<file path="src/rtl/uart_pkg.sv">
// rtl/uart_pkg.sv - shared UART constants, one-hot receiver state encoding and divider helper
package uart_pkg;

   localparam int DEFAULT_CLK_FREQ   = 100000000;
   localparam int DEFAULT_BAUD       = 115200;
   localparam int DEFAULT_OVERSAMPLE = 16;
   localparam int DEFAULT_DATA_WIDTH = 8;
   localparam int STATE_W            = 5;

   typedef enum logic [STATE_W-1:0] {
      ST_IDLE      = 5'b00001,
      ST_START     = 5'b00010,
      ST_DATA      = 5'b00100,
      ST_STOP      = 5'b01000,
      ST_WAIT_HIGH = 5'b10000
   } state_e;

   // Rounded clocks-per-oversample-tick.
   function automatic int calc_div(input int clk_freq, input int baud, input int oversample);
      int tick_rate;
      tick_rate = baud * oversample;
      return (clk_freq + tick_rate / 2) / tick_rate;
   endfunction

endpackage

</file>
<file path="src/rtl/uart_receiver_if.sv">
// rtl/uart_receiver_if.sv - parallel output bundle of the UART receiver
interface uart_receiver_if #(
   parameter int DATA_WIDTH = 8
);
   logic [DATA_WIDTH-1:0] data;
   logic                  valid;
   logic                  frame_err;
   logic                  busy;

   modport master (output data, output valid, output frame_err, output busy);
   modport slave  (input  data, input  valid, input  frame_err, input  busy);
endinterface

</file>
<file path="src/rtl/uart_baud_tick.sv">
// rtl/uart_baud_tick.sv - oversample tick generator, cleared and held while disabled
module uart_baud_tick #(
   parameter int DIV = 54
) (
   input  logic CLK100MHZ,
   input  logic reset,
   input  logic enable,
   output logic tick
);

   localparam int CNT_W = (DIV > 1) ? $clog2(DIV) : 1;
   localparam logic [CNT_W-1:0] CNT_LAST = CNT_W'(DIV - 1);

   logic [CNT_W-1:0] cnt_q, cnt_d;

   always_ff @(posedge CLK100MHZ or posedge reset) begin
      if (reset) begin
         cnt_q <= '0;
      end else begin
         cnt_q <= cnt_d;
      end
   end

   always_comb begin
      cnt_d = cnt_q;
      if (!enable || cnt_q == CNT_LAST) begin
         cnt_d = '0;
      end else begin
         cnt_d = cnt_q + 1'b1;
      end
   end

   assign tick = enable && (cnt_q == CNT_LAST);

endmodule

</file>
<file path="src/rtl/uart_receiver.sv">
// rtl/uart_receiver.sv - 16x oversampled UART receive stage with start-glitch rejection
module uart_receiver
   import uart_pkg::*;
#(
   parameter int DATA_WIDTH  = DEFAULT_DATA_WIDTH,
   parameter int CLK_FREQ    = DEFAULT_CLK_FREQ,
   parameter int BAUD        = DEFAULT_BAUD,
   parameter int OVERSAMPLE  = DEFAULT_OVERSAMPLE,
   parameter int SYNC_STAGES = 2
) (
   input  logic            CLK100MHZ,
   input  logic            reset,
   input  logic            RXD,
   uart_receiver_if.master rx_if
);

   localparam int DIV   = calc_div(CLK_FREQ, BAUD, OVERSAMPLE);
   localparam int SC_W  = $clog2(OVERSAMPLE);
   localparam int BIT_W = $clog2(DATA_WIDTH + 1);

   localparam logic [SC_W-1:0]  SC_MID   = SC_W'(OVERSAMPLE / 2 - 1);
   localparam logic [SC_W-1:0]  SC_LAST  = SC_W'(OVERSAMPLE - 1);
   localparam logic [BIT_W-1:0] BIT_LAST = BIT_W'(DATA_WIDTH - 1);

   logic [SYNC_STAGES-1:0] sync_q;
   logic                   rxs;
   state_e                 state_q, state_d;
   logic [SC_W-1:0]        sc_q, sc_d;
   logic [BIT_W-1:0]       bit_q, bit_d;
   logic [DATA_WIDTH-1:0]  shift_q, shift_d;
   logic [DATA_WIDTH-1:0]  data_q, data_d;
   logic                   valid_q, valid_d;
   logic                   ferr_q, ferr_d;
   logic                   tick_en;
   logic                   tick;

   always_ff @(posedge CLK100MHZ or posedge reset) begin
      if (reset) begin
         sync_q <= '1;
      end else begin
         sync_q <= {sync_q[SYNC_STAGES-2:0], RXD};
      end
   end

   assign rxs = sync_q[SYNC_STAGES-1];

   // No ticks in IDLE/WAIT_HIGH, so every frame starts its bit timing from the start edge.
   assign tick_en = (state_q != ST_IDLE) && (state_q != ST_WAIT_HIGH);

   uart_baud_tick #(
      .DIV(DIV)
   ) u_baud_tick (
      .CLK100MHZ(CLK100MHZ),
      .reset    (reset),
      .enable   (tick_en),
      .tick     (tick)
   );

   always_ff @(posedge CLK100MHZ or posedge reset) begin
      if (reset) begin
         state_q <= ST_IDLE;
         sc_q    <= '0;
         bit_q   <= '0;
         shift_q <= '0;
         data_q  <= '0;
         valid_q <= 1'b0;
         ferr_q  <= 1'b0;
      end else begin
         state_q <= state_d;
         sc_q    <= sc_d;
         bit_q   <= bit_d;
         shift_q <= shift_d;
         data_q  <= data_d;
         valid_q <= valid_d;
         ferr_q  <= ferr_d;
      end
   end

   always_comb begin
      state_d = state_q;
      sc_d    = sc_q;
      bit_d   = bit_q;
      shift_d = shift_q;
      data_d  = data_q;
      valid_d = 1'b0;
      ferr_d  = 1'b0;
      unique case (state_q)
         ST_IDLE: begin
            if (!rxs) begin
               state_d = ST_START;
               sc_d    = '0;
               bit_d   = '0;
            end
         end
         ST_START: begin
            if (tick) begin
               if (sc_q == SC_MID) begin
                  sc_d    = '0;
                  state_d = rxs ? ST_IDLE : ST_DATA;
               end else begin
                  sc_d = sc_q + 1'b1;
               end
            end
         end
         ST_DATA: begin
            if (tick) begin
               if (sc_q == SC_LAST) begin
                  shift_d = {rxs, shift_q[DATA_WIDTH-1:1]};
                  sc_d    = '0;
                  bit_d   = bit_q + 1'b1;
                  if (bit_q == BIT_LAST) begin
                     state_d = ST_STOP;
                  end
               end else begin
                  sc_d = sc_q + 1'b1;
               end
            end
         end
         ST_STOP: begin
            if (tick) begin
               if (sc_q == SC_LAST) begin
                  sc_d = '0;
                  // Leaving at mid stop bit leaves half a bit to catch a back-to-back start.
                  if (rxs) begin
                     data_d  = shift_q;
                     valid_d = 1'b1;
                     state_d = ST_IDLE;
                  end else begin
                     ferr_d  = 1'b1;
                     state_d = ST_WAIT_HIGH;
                  end
               end else begin
                  sc_d = sc_q + 1'b1;
               end
            end
         end
         ST_WAIT_HIGH: begin
            if (rxs) begin
               state_d = ST_IDLE;
            end
         end
         default: begin
            state_d = ST_IDLE;
         end
      endcase
   end

   assign rx_if.data      = data_q;
   assign rx_if.valid     = valid_q;
   assign rx_if.frame_err = ferr_q;
   assign rx_if.busy      = (state_q != ST_IDLE);

endmodule

</file>
<file path="src/flat_wrapper.sv">
// flat-port wrapper written by rule: the top's interface ports become plain ports
module uart_receiver_flat import uart_pkg::*;
#(
   parameter int DATA_WIDTH  = DEFAULT_DATA_WIDTH,
   parameter int CLK_FREQ    = DEFAULT_CLK_FREQ,
   parameter int BAUD        = DEFAULT_BAUD,
   parameter int OVERSAMPLE  = DEFAULT_OVERSAMPLE,
   parameter int SYNC_STAGES = 2
)
  (CLK100MHZ, reset, RXD, rx_if_data, rx_if_valid, rx_if_frame_err, rx_if_busy);
  uart_receiver_if #(.DATA_WIDTH(DATA_WIDTH)) rx_if_i ();
  input  logic CLK100MHZ;
  input  logic reset;
  input  logic RXD;
  output wire logic [$bits(rx_if_i.data)-1:0] rx_if_data;
  output wire logic [$bits(rx_if_i.valid)-1:0] rx_if_valid;
  output wire logic [$bits(rx_if_i.frame_err)-1:0] rx_if_frame_err;
  output wire logic [$bits(rx_if_i.busy)-1:0] rx_if_busy;
  assign rx_if_data = rx_if_i.data;
  assign rx_if_valid = rx_if_i.valid;
  assign rx_if_frame_err = rx_if_i.frame_err;
  assign rx_if_busy = rx_if_i.busy;
  uart_receiver #(.DATA_WIDTH(DATA_WIDTH), .CLK_FREQ(CLK_FREQ), .BAUD(BAUD), .OVERSAMPLE(OVERSAMPLE), .SYNC_STAGES(SYNC_STAGES)) u_core (.CLK100MHZ(CLK100MHZ), .reset(reset), .RXD(RXD), .rx_if(rx_if_i));
endmodule
</file>
<file path="config.mk">
export PLATFORM = sky130hd
export DESIGN_NAME = uart_receiver_flat
export DESIGN_NICKNAME = d
export VERILOG_FILES = /design/src/rtl/uart_pkg.sv /design/src/rtl/uart_receiver_if.sv /design/src/rtl/uart_baud_tick.sv /design/src/rtl/uart_receiver.sv /design/src/flat_wrapper.sv
export SDC_FILE = /design/constraint.sdc
export NUM_CORES = 1
export LEC_CHECK = 0
export BUFFER_PORTS_ARGS = -buffer_cell sky130_fd_sc_hd__buf_4
export CORE_MARGIN = 1
export CORE_UTILIZATION = 50
export DETAILED_ROUTE_END_ITERATION = 10
export PLACE_DENSITY = 0.69
export SYNTH_ARGS = -nofsm -noshare
export SYNTH_HDL_FRONTEND = slang
export SYNTH_SLANG_ARGS = --single-unit
</file>
<file path="constraint.sdc">
create_clock -name CLK100MHZ -period 2.7 [get_ports CLK100MHZ]
set_input_delay 0.54 -clock CLK100MHZ [delete_from_list [all_inputs] [get_ports CLK100MHZ]]
set_output_delay 0.54 -clock CLK100MHZ [all_outputs]
set_load 0.02 [all_outputs]
</file>
; ---- Word level (Yosys, flattened, before mapping)
; Index checks and enable logic that the tools add are counted.
[word_totals]
wordCells = 75
register_bits = 39
[classes]
eq_ne = 21
n_reduce_logical = 12
n_addsub = 3
n_mux = 30
[ops]
columns = operator, n
row1 = two-way mux 5 bit, 10
row2 = two-way mux 4 bit, 7
row3 = case mux 5 bit (5 select lines), 1
row4 = inequality test 2 x 1 -> 1 bit (second input constant), 9
row5 = case mux 4 bit (3 select lines), 1
row6 = AND reduction 4 bit, 3
row7 = AND reduction 9 bit, 1
row8 = adder 4 x 1 -> 4 bit (second input constant), 2
row9 = == test 4 x 3 -> 1 bit (second input constant), 2
row10 = two-way mux 1 bit, 8
row11 = case mux 4 bit (2 select lines), 1
row12 = adder 6 x 1 -> 6 bit (second input constant), 1
row13 = == test 6 bit (second input constant), 1
row14 = two-way mux 6 bit, 1
row15 = == test 5 x 1 -> 1 bit (second input constant), 1
row16 = == test 5 x 2 -> 1 bit (second input constant), 1
row17 = == test 5 x 3 -> 1 bit (second input constant), 1
row18 = == test 5 x 4 -> 1 bit (second input constant), 1
row19 = == test 5 bit (second input constant), 1
row20 = inequality test 5 x 1 -> 1 bit (second input constant), 1
row21 = inequality test 5 bit (second input constant), 1
row22 = == test 4 bit (second input constant), 1
row23 = two-way mux 3 bit, 1
row24 = AND reduction 3 bit, 1
row25 = other kinds (7), 8

; ---- Longest topological paths before layout
; Gate-level depths: netlist (run 1).
[logic_depth]
depth_word = 5
mapped_depth = 8
ltp_nobuf = 7

; ---- By module
; Synthesis (run 1) repeated with hierarchy kept, for this count alone.
[unflattened]
cells_unflattened = 174
area_unflattened_um2 = 1960.6
[modules_own_cells]
columns = module, seq_area_each_um2, n_inst, cells_each, area_per_inst_um2
row1 = uart_receiver, 829.5, 1, 145, 1667.8
row2 = uart_baud_tick, 150.1, 1, 29, 292.8

; ---- Worst setup path before layout (run 1)
; No wires, ideal clock.
[synth_path]
path_type = reg-to-reg
start = reg u_core.state_q[0]
end = reg u_core.shift_q[7]
t_arrival_ns = 1.919
stages_incl_launch_ff = 6
n_path_buf = 1
setup_slack_ns = 0.656
cell_sequence = dfstp_2 -> buf_4 -> or3b_1 -> a2111oi_4 -> nand2_4 -> mux2_4
[synth_via]
elab_chain_cells = 4
word_cells_on_any_way = 6
classes_between = eq/ne: 3 / reduce/logical: 3
[synth_rtl]
columns = item, line
row1 = start: declaration, uart_receiver.sv:27  ; state_e state_q, state_d;
row2 = start signal: assignment, uart_receiver.sv:69  ; state_q <= state_d;
row3 = inequality test 5 x 1 -> 1 bit or inequality test 5 bit (tied branches), uart_receiver.sv:48  ; assign tick_en = (state_q != ST_IDLE) && (state_q != ST_WAIT_HIGH);
row4 = logical AND 1 bit, uart_receiver.sv:48
row5 = logical AND 1 bit, uart_baud_tick.sv:33  ; assign tick = enable && (cnt_q == CNT_LAST);
row6 = AND reduction 3 bit (no line) *, -
row7 = end signal: assignment, uart_receiver.sv:72  ; shift_q <= shift_d;
row8 = end: declaration, uart_receiver.sv:30  ; logic [DATA_WIDTH-1:0] shift_q, shift_d;
; Every way passes the cells marked *; elsewhere a longest branch is shown, timed or not.
; A chain may end at the register's enable or synchronous reset.

; ---- Worst setup path after layout (run 1)
[layout_path]
start = reg u_core.state_q[0]
end = reg u_core.state_q[2]
[layout_via]
elab_chain_cells = 5
word_cells_on_any_way = 20
classes_between = eq/ne: 16 / mux: 1 / reduce/logical: 3
[layout_rtl]
columns = item, line
row1 = inequality test 5 x 1 -> 1 bit or inequality test 5 bit (tied branches), uart_receiver.sv:48
row2 = logical AND 1 bit, uart_receiver.sv:48
row3 = logical AND 1 bit, uart_baud_tick.sv:33
row4 = inequality test 2 x 1 -> 1 bit (no line), -
row5 = AND reduction 9 bit (no line), -
; Parallel ways exist; a longest one is shown, timed or not.

==> reports/summary.txt, run 1 <==
Status -> finished clean
Mapped Cells -> 169
Number of DRC markers in iteration 0 -> 70
Clock skew -> 0.00752 ns
Crit path cell chain -> xor2_1, a2111oi_2, buf_4, nor2_1, or3_1, mux2_1
I/O pin count -> 14
R2R Setup Slk -> 0.41 ns
Total Power -> 1.49 mW
CTS buffer count -> 5
Fill cell count -> 325
Peak VDD IR -> 0.000421 V
DRT Wirelength -> 3210 µm
Cts hold-fix bufs -> 0
Max incr delay on CP -> 0.63 ns
Post-place setup slack -> 0.435 ns
Endpoints failing setup -> 0
CTS clock-pin slew for the worst setup and hold paths -> 0.08 ns
Worst-Margin Slew -> 0.613 ns
Max Cap Viol -> 0
Clock Sink Count -> 39
Dominant cells by area after synthesis -> dfrtp_1 48%, mux2_4 6.3%, mux2_2 4.8%
Crit path from -> u_core.state_q[0]$_DFFE_PP1P_
FF-to-FF path depth -> 6
Synth cell types -> 45
GRT Total Usage -> 17.8%
RSZ-0062 raised after global routing -> no
Synth-to-Final Area Change -> 11.4%
Yosys reg bits -> 39
Remaining antenna violation count -> 0
Clock Tree Buf Depth -> 2
Most frequent cells after synthesis -> 36 x dfrtp_1, 18 x nor2_1, 12 x nand2_1
Critical Path Source Type -> flip-flop
Min cycle time layout -> 2.29 ns
Via density -> 5.44
Fin nets -> 190
Vias -> 1,262
Worst path required time -> 2.88 ns
DP Cell Count -> 224
P_leak -> 1.05 nW
Post-synth top area cell -> dfrtp_1
Post-CTS Repair Setup Buffers -> 0
Routability cong. -> 0.871
Crit end category -> flip-flop
Critical path class -> flip-flop to flip-flop
PD cells -> 705 nW/µm²
Initial antenna violation count -> 0
Hold crit path type -> primary input to async pin
Die W -> 63.6 µm
Syn nets -> 176
Worst reg2reg endpoint -> u_core.state_q[2]$_DFFE_PP0P_
Worst slew margin -> 59.1%
Total negative setup slack -> 0 ns
CTS tree -> yes
Register Area -> 980 µm²
Drt pass-1 iters -> 4
Die footprint -> 4040 µm²
FF-to-FF Start -> u_core.state_q[0]$_DFFE_PP1P_
Prevailing post-synth register cell -> dfrtp_1
Non-Filler Instances -> 232
CP bufs+invs -> 1
Congestion Overflow GR -> 0
Achievable Freq -> 0.436 GHz
Vias in the first global route -> 1,273
Synth warnings -> 0
Hold Vio Cnt, Final -> 0
Post-synth EDFFs -> 0
Count leader, synth -> dfrtp_1
Setup ws final -> 0.408 ns
Hpwl dp -> 2280 µm
# DRC -> 0
Port Buf Inserts -> 13
Worst-Skew Late Latency -> 0.29 ns
Final period util -> 84.9%
Async SR Flop Fraction -> 100%
Slowest CP cell -> dfstp_2
Crit path max-delay family -> flip-flops
Largest net degree at the start of global routing -> 24
Row count -> 22
Root buf cell -> clkbuf_8
Avg Inst Size Synth -> 11.2 µm²
Share of cells above drive strength 1 -> 25.5%
Synth top area share -> 47.5%
Initial Util -> 51.8%
Area of the multi-input gates -> 848 µm²
Crit Path Max Fanout -> 11
Diode count -> 0
Cts repair resizes -> 0
Post-synthesis sequential area ratio -> 51.7%
Global-route wire length before repair -> 5550 µm
H-tree Lvls -> 2
Netlist Area Pre-Place -> 1900 µm²
DR WL/cell -> 13.8 µm
Critical path arrival -> 2.47 ns
Die Y -> 63.6 µm
Slew Limit Fails -> 0
Core area -> 3660 µm²
-- registers in the layout, indices dropped and copies added, names as in the netlist --
register,cells
u_core.sc_q,4
u_core.sync_q,2
u_core.state_q,5
u_core.u_baud_tick.cnt_q,6
u_core.bit_q,4
u_core.rx_if.data,8
u_core.rx_if.frame_err,1
u_core.shift_q,8
u_core.rx_if.valid,1
-- final cells by class --
class                      instances  share of cell area, %
clock buffer                       5                   3.26
clock inverter                     3                  0.948
inverter                           6                   1.07
multi-input combinational        116                   40.2
sequential                        39                   46.4
tap                               48                   2.84
timing repair buffer              15                   5.33
-- layout by cell type (no fill, tap or decap), types with 3 or more instances in the layout --
cell / synthesis / final
dfrtp_1: 36 / 36
nor2_1: 18 / 18
buf_4: 3 / 15
nand2_1: 12 / 12
o21ai_0: 8 / 8
mux2_2: 8 / 8
mux2_4: 8 / 8
nand3_1: 7 / 7
xor2_1: 6 / 6
inv_1: 6 / 6
a21oi_1: 5 / 5
clkbuf_8: 0 / 5
ha_1: 4 / 4
nand2b_1: 3 / 3
and3_1: 3 / 3
o31ai_1: 3 / 3
dfstp_2: 3 / 3
-- per-layer routing --
layer  share of wire, %  GRT usage, %  routed length [µm]
met1                 47          22.3                1500
met2                 49          30.2                1590
met3                2.8          4.89                  89
met4               0.81          4.55                  26
met5                  0             0                   0
-- stage by stage --
step	hold slack, ns	util, %	instance area [µm²]
final	0.322	57.7	2110
after global routing	0.344	57.7	2110
after CTS	0.336	57.7	2110
after detailed placement	0.351	55.3	2020
after global placement	0.347	55.3	2020
after floorplan	0.345	-	1900
-- power by group --
group	internal (mW)	switching [mW]	total, mW
registers	0.639	0.0895	0.728
logic	0.160	0.217	0.377
clock network	0.180	0.205	0.384
-- logic make-up (layout without fill, tap and decap cells) --
family                     after synthesis  count (layout)  synth area share [%]
xor gates and xnor gates                 8               8                  3.70
buffers and inverters                   14              29                  3.56
AOI/OAI and AO/OA                       29              29                  11.0
adders and majority gates                4               4                  2.64
DFF                                     39              39                  51.7
muxes                                   18              18                  12.2
and+or+nand+nor                         57              57                  15.2
-- worst reg2reg max path: stages (launching register included) --
cell,delay (ns)
dfstp_2,0.63
xor2_1,0.14
a2111oi_2,0.41
buf_4,0.24
nor2_1,0.06
or3_1,0.37
mux2_1,0.33
-- worst max-delay path by stage --
stage / to / slack, ns / depth (start not counted)
global placement: u_core.state_q[2]$_DFFE_PP0P_ / 0.47 / 6
CTS: u_core.state_q[2]$_DFFE_PP0P_ / 0.42 / 6
floorplan: u_core.shift_q[7]$_DFFE_PP0P_ / 0.66 / 5
detailed placement: u_core.state_q[2]$_DFFE_PP0P_ / 0.43 / 6
global route: u_core.rx_if.data[0]$_DFFE_PP0P_ / 0.20 / 5
finish: u_core.state_q[2]$_DFFE_PP0P_ / 0.41 / 6
Note: power is estimated with default switching activity, not from simulation.
==> run 2, diff against run 1 <==
--- a/config.mk
+++ b/config.mk
@@ -9,7 +9,7 @@
 export CORE_MARGIN = 1
 export CORE_UTILIZATION = 50
 export DETAILED_ROUTE_END_ITERATION = 10
-export PLACE_DENSITY = 0.69
+export PLACE_DENSITY = 0.72
 export SYNTH_ARGS = -nofsm -noshare
 export SYNTH_HDL_FRONTEND = slang
 export SYNTH_SLANG_ARGS = --single-unit
==> constraint.sdc (replaced) <==
create_clock -name CLK100MHZ -period 2.1 [get_ports CLK100MHZ]
set_input_delay 0.42 -clock CLK100MHZ [delete_from_list [all_inputs] [get_ports CLK100MHZ]]
set_output_delay 0.42 -clock CLK100MHZ [all_outputs]
set_load 0.02 [all_outputs]
==> reports/summary.txt, run 2 (same netlist as run 1, synthesis figures left out) <==
Status -> finished clean
CTS buffer count -> 5 (unchanged)
Core area -> 3660 µm² (unchanged)
CTS clock-pin slew for the worst setup and hold paths -> 0.08 ns (about the same)
Drt pass-1 iters -> 4 (unchanged)
Most common cell after layout, fill and taps aside -> dfrtp_1
Peak VDD IR -> 0.000739 V (+76%)
Area of the multi-input gates -> 882 µm² (+4.0%)
Sequential share of power -> 40.7% (-8.2 points)
Share of cells above drive strength 1 -> 34.0% (+8.5 points)
Critical path arrival -> 2.22 ns (-0.25 ns)
Hold crit path type -> primary input to flip-flop
Worst-Margin Slew -> 0.479 ns (-0.134 ns)
Critical Path Source Type -> flip-flop
Achievable Freq -> 0.493 GHz (+13%)
Register Area -> 980 µm² (unchanged)
Worst-Skew Late Latency -> 0.29 ns (about the same)
Worst path required time -> 2.30 ns (-0.58 ns)
Diode count -> 0 (unchanged)
Setup ws final -> 0.0708 ns (-0.337 ns)
Root buf cell -> clkbuf_8
CP bufs+invs -> 3 (+2)
Vias in the first global route -> 1,372 (+7.8%)
Die footprint -> 4040 µm² (unchanged)
Congestion Overflow GR -> 0 (unchanged)
I/O pin count -> 14 (unchanged)
Comb power frac -> 31.1% (+5.8 points)
Port Buf Inserts -> 13 (unchanged)
Slew Limit Fails -> 0 (unchanged)
H-tree Lvls -> 2 (unchanged)
Routability cong. -> 0.836 (-4.1%)
Non-Filler Instances -> 248 (+6.9%)
CTS tree -> yes
Largest net degree at the start of global routing -> 40 (+67%)
Clk pwr share -> 28.2% (+2.4 points)
Final period util -> 96.6% (+12 points)
Crit path cell chain -> inv_1, ha_1, nand4_1, buf_4, nor2_2, a21oi_1, or3_4, buf_4, o31ai_1
Hpwl dp -> 2640 µm (+16%)
Global-route wire length before repair -> 6090 µm (+9.7%)
Most used cell, CP -> buf_4
Crit path max-delay family -> simple AND/OR/NAND/NOR gates
DRT Wirelength -> 3710 µm (+16%)
Vias -> 1,330 (+5.4%)
PD cells -> 956 nW/µm² (+36%)
Row count -> 22 (unchanged)
P_leak -> 1.15 nW (+9.2%)
GRT Total Usage -> 19.8% (+2.0 points)
Crit Path Max Fanout -> 3 (-8)
Worst slew margin -> 68.0% (+9.0 points)
Fin nets -> 206 (+8.4%)
DR WL/cell -> 15.0 µm (+8.4%)
Initial antenna violation count -> 0 (unchanged)
Clock skew -> 0.00641 ns (-0.00111 ns)
Synth-to-Final Area Change -> 21.5%
P_int -> 1.49 mW (+53%)
Die Y -> 63.6 µm (unchanged)
Post-place setup slack -> 0.0419 ns (-0.393 ns)
Max Cap Viol -> 0 (unchanged)
Clock Tree Buf Depth -> 2 (unchanged)
Hold Vio Cnt, Final -> 0 (unchanged)
Remaining antenna violation count -> 0 (unchanged)
Final Util -> 62.9% (+5.2 points)
Most frequent cells in the layout -> 36 x dfrtp_1, 30 x buf_4, 17 x nor2_1, 12 x nand2_1
Initial Util -> 51.8% (unchanged)
Die W -> 63.6 µm (unchanged)
Number of DRC markers in iteration 0 -> 38 (-46%)
Slowest CP cell -> dfrtp_1
Crit end category -> flip-flop
Switching fraction of total power -> 32.2% (-2.1 points)
Clock Sink Count -> 39 (unchanged)
Switching power -> 0.709 mW (+39%)
Fill cell count -> 278 (-14%)
Max incr delay on CP -> 0.40 ns (-0.23 ns)
Min cycle time layout -> 2.03 ns (-0.263 ns)
Total Power -> 2.20 mW (+48%)
DP Cell Count -> 239 (+6.7%)
# DRC -> 0 (unchanged)
Critical path class -> flip-flop to flip-flop
Endpoints failing setup -> 0 (unchanged)
Via density -> 5.36 (-1.4%)
==> run 2: layout make-up <==
type                       instances  share of cell area, %
inverter                           6                  0.978
clock inverter                     3                   1.90
multi-input combinational        116                   38.3
sequential                        39                   42.6
tap                               48                   2.61
timing repair buffer              31                   10.7
clock buffer                       5                   2.99
==> run 2: power by group through the flow <==
stage / Sequential, mW / Combinational [mW] / Clock [mW]
after floorplan: 0.872 / 0.459 / 0
after global placement: 0.902 / 0.610 / 0
after detailed placement: 0.908 / 0.638 / 0
after CTS: 0.893 / 0.644 / 0.629
after global routing: 0.905 / 0.753 / 0.667
final: 0.896 / 0.686 / 0.621
==> run 2: layer usage <==
metal,track usage [%],vias up,share of wire (%)
met3,4.53,5,3.3
met5,0,-,0
met4,6.53,0,1.2
met2,34.6,26,52
met1,23.8,650,43
li1,-,649,-
==> run 2: final timing paths <==
check	from	endpoint	slack [ns]	depth (start not counted)
worst max-delay path	u_core.u_baud_tick.cnt_q[1]$_DFF_PP0_	u_core.state_q[4]$_DFFE_PP0P_	0.07	9
worst min-delay path	RXD	u_core.sync_q[0]$_DFF_PP1_	0.23	1
worst max register to register	u_core.u_baud_tick.cnt_q[1]$_DFF_PP0_	u_core.state_q[4]$_DFFE_PP0P_	0.07	9
worst min register to register	u_core.sync_q[0]$_DFF_PP1_	u_core.sync_q[1]$_DFF_PP1_	0.37	0
max in group asynchronous	reset	u_core.sync_q[1]$_DFF_PP1_	1.50	3
min in group asynchronous	reset	u_core.shift_q[5]$_DFFE_PP0P_	0.24	3
==> run 2: timing repair <==
action,4_1_cts,5_1_grt
setup endpoints to repair,0,22
gates resized for setup,0,6
hold buffers,0,0
buffers inserted,0,1
hold endpoints to repair,0,0
==> run 2: metrics by stage <==
step | hold WS [ns] | instance area [µm²] | setup TNS (ns)
6_report | 0.232 | 2300 | 0
5_1_grt | 0.222 | 2300 | -0.0216
4_1_cts | 0.232 | 2260 | 0
3_5_place_dp | 0.348 | 2150 | 0
3_3_place_gp | 0.346 | 2150 | 0
2_1_floorplan | 0.345 | 1900 | 0
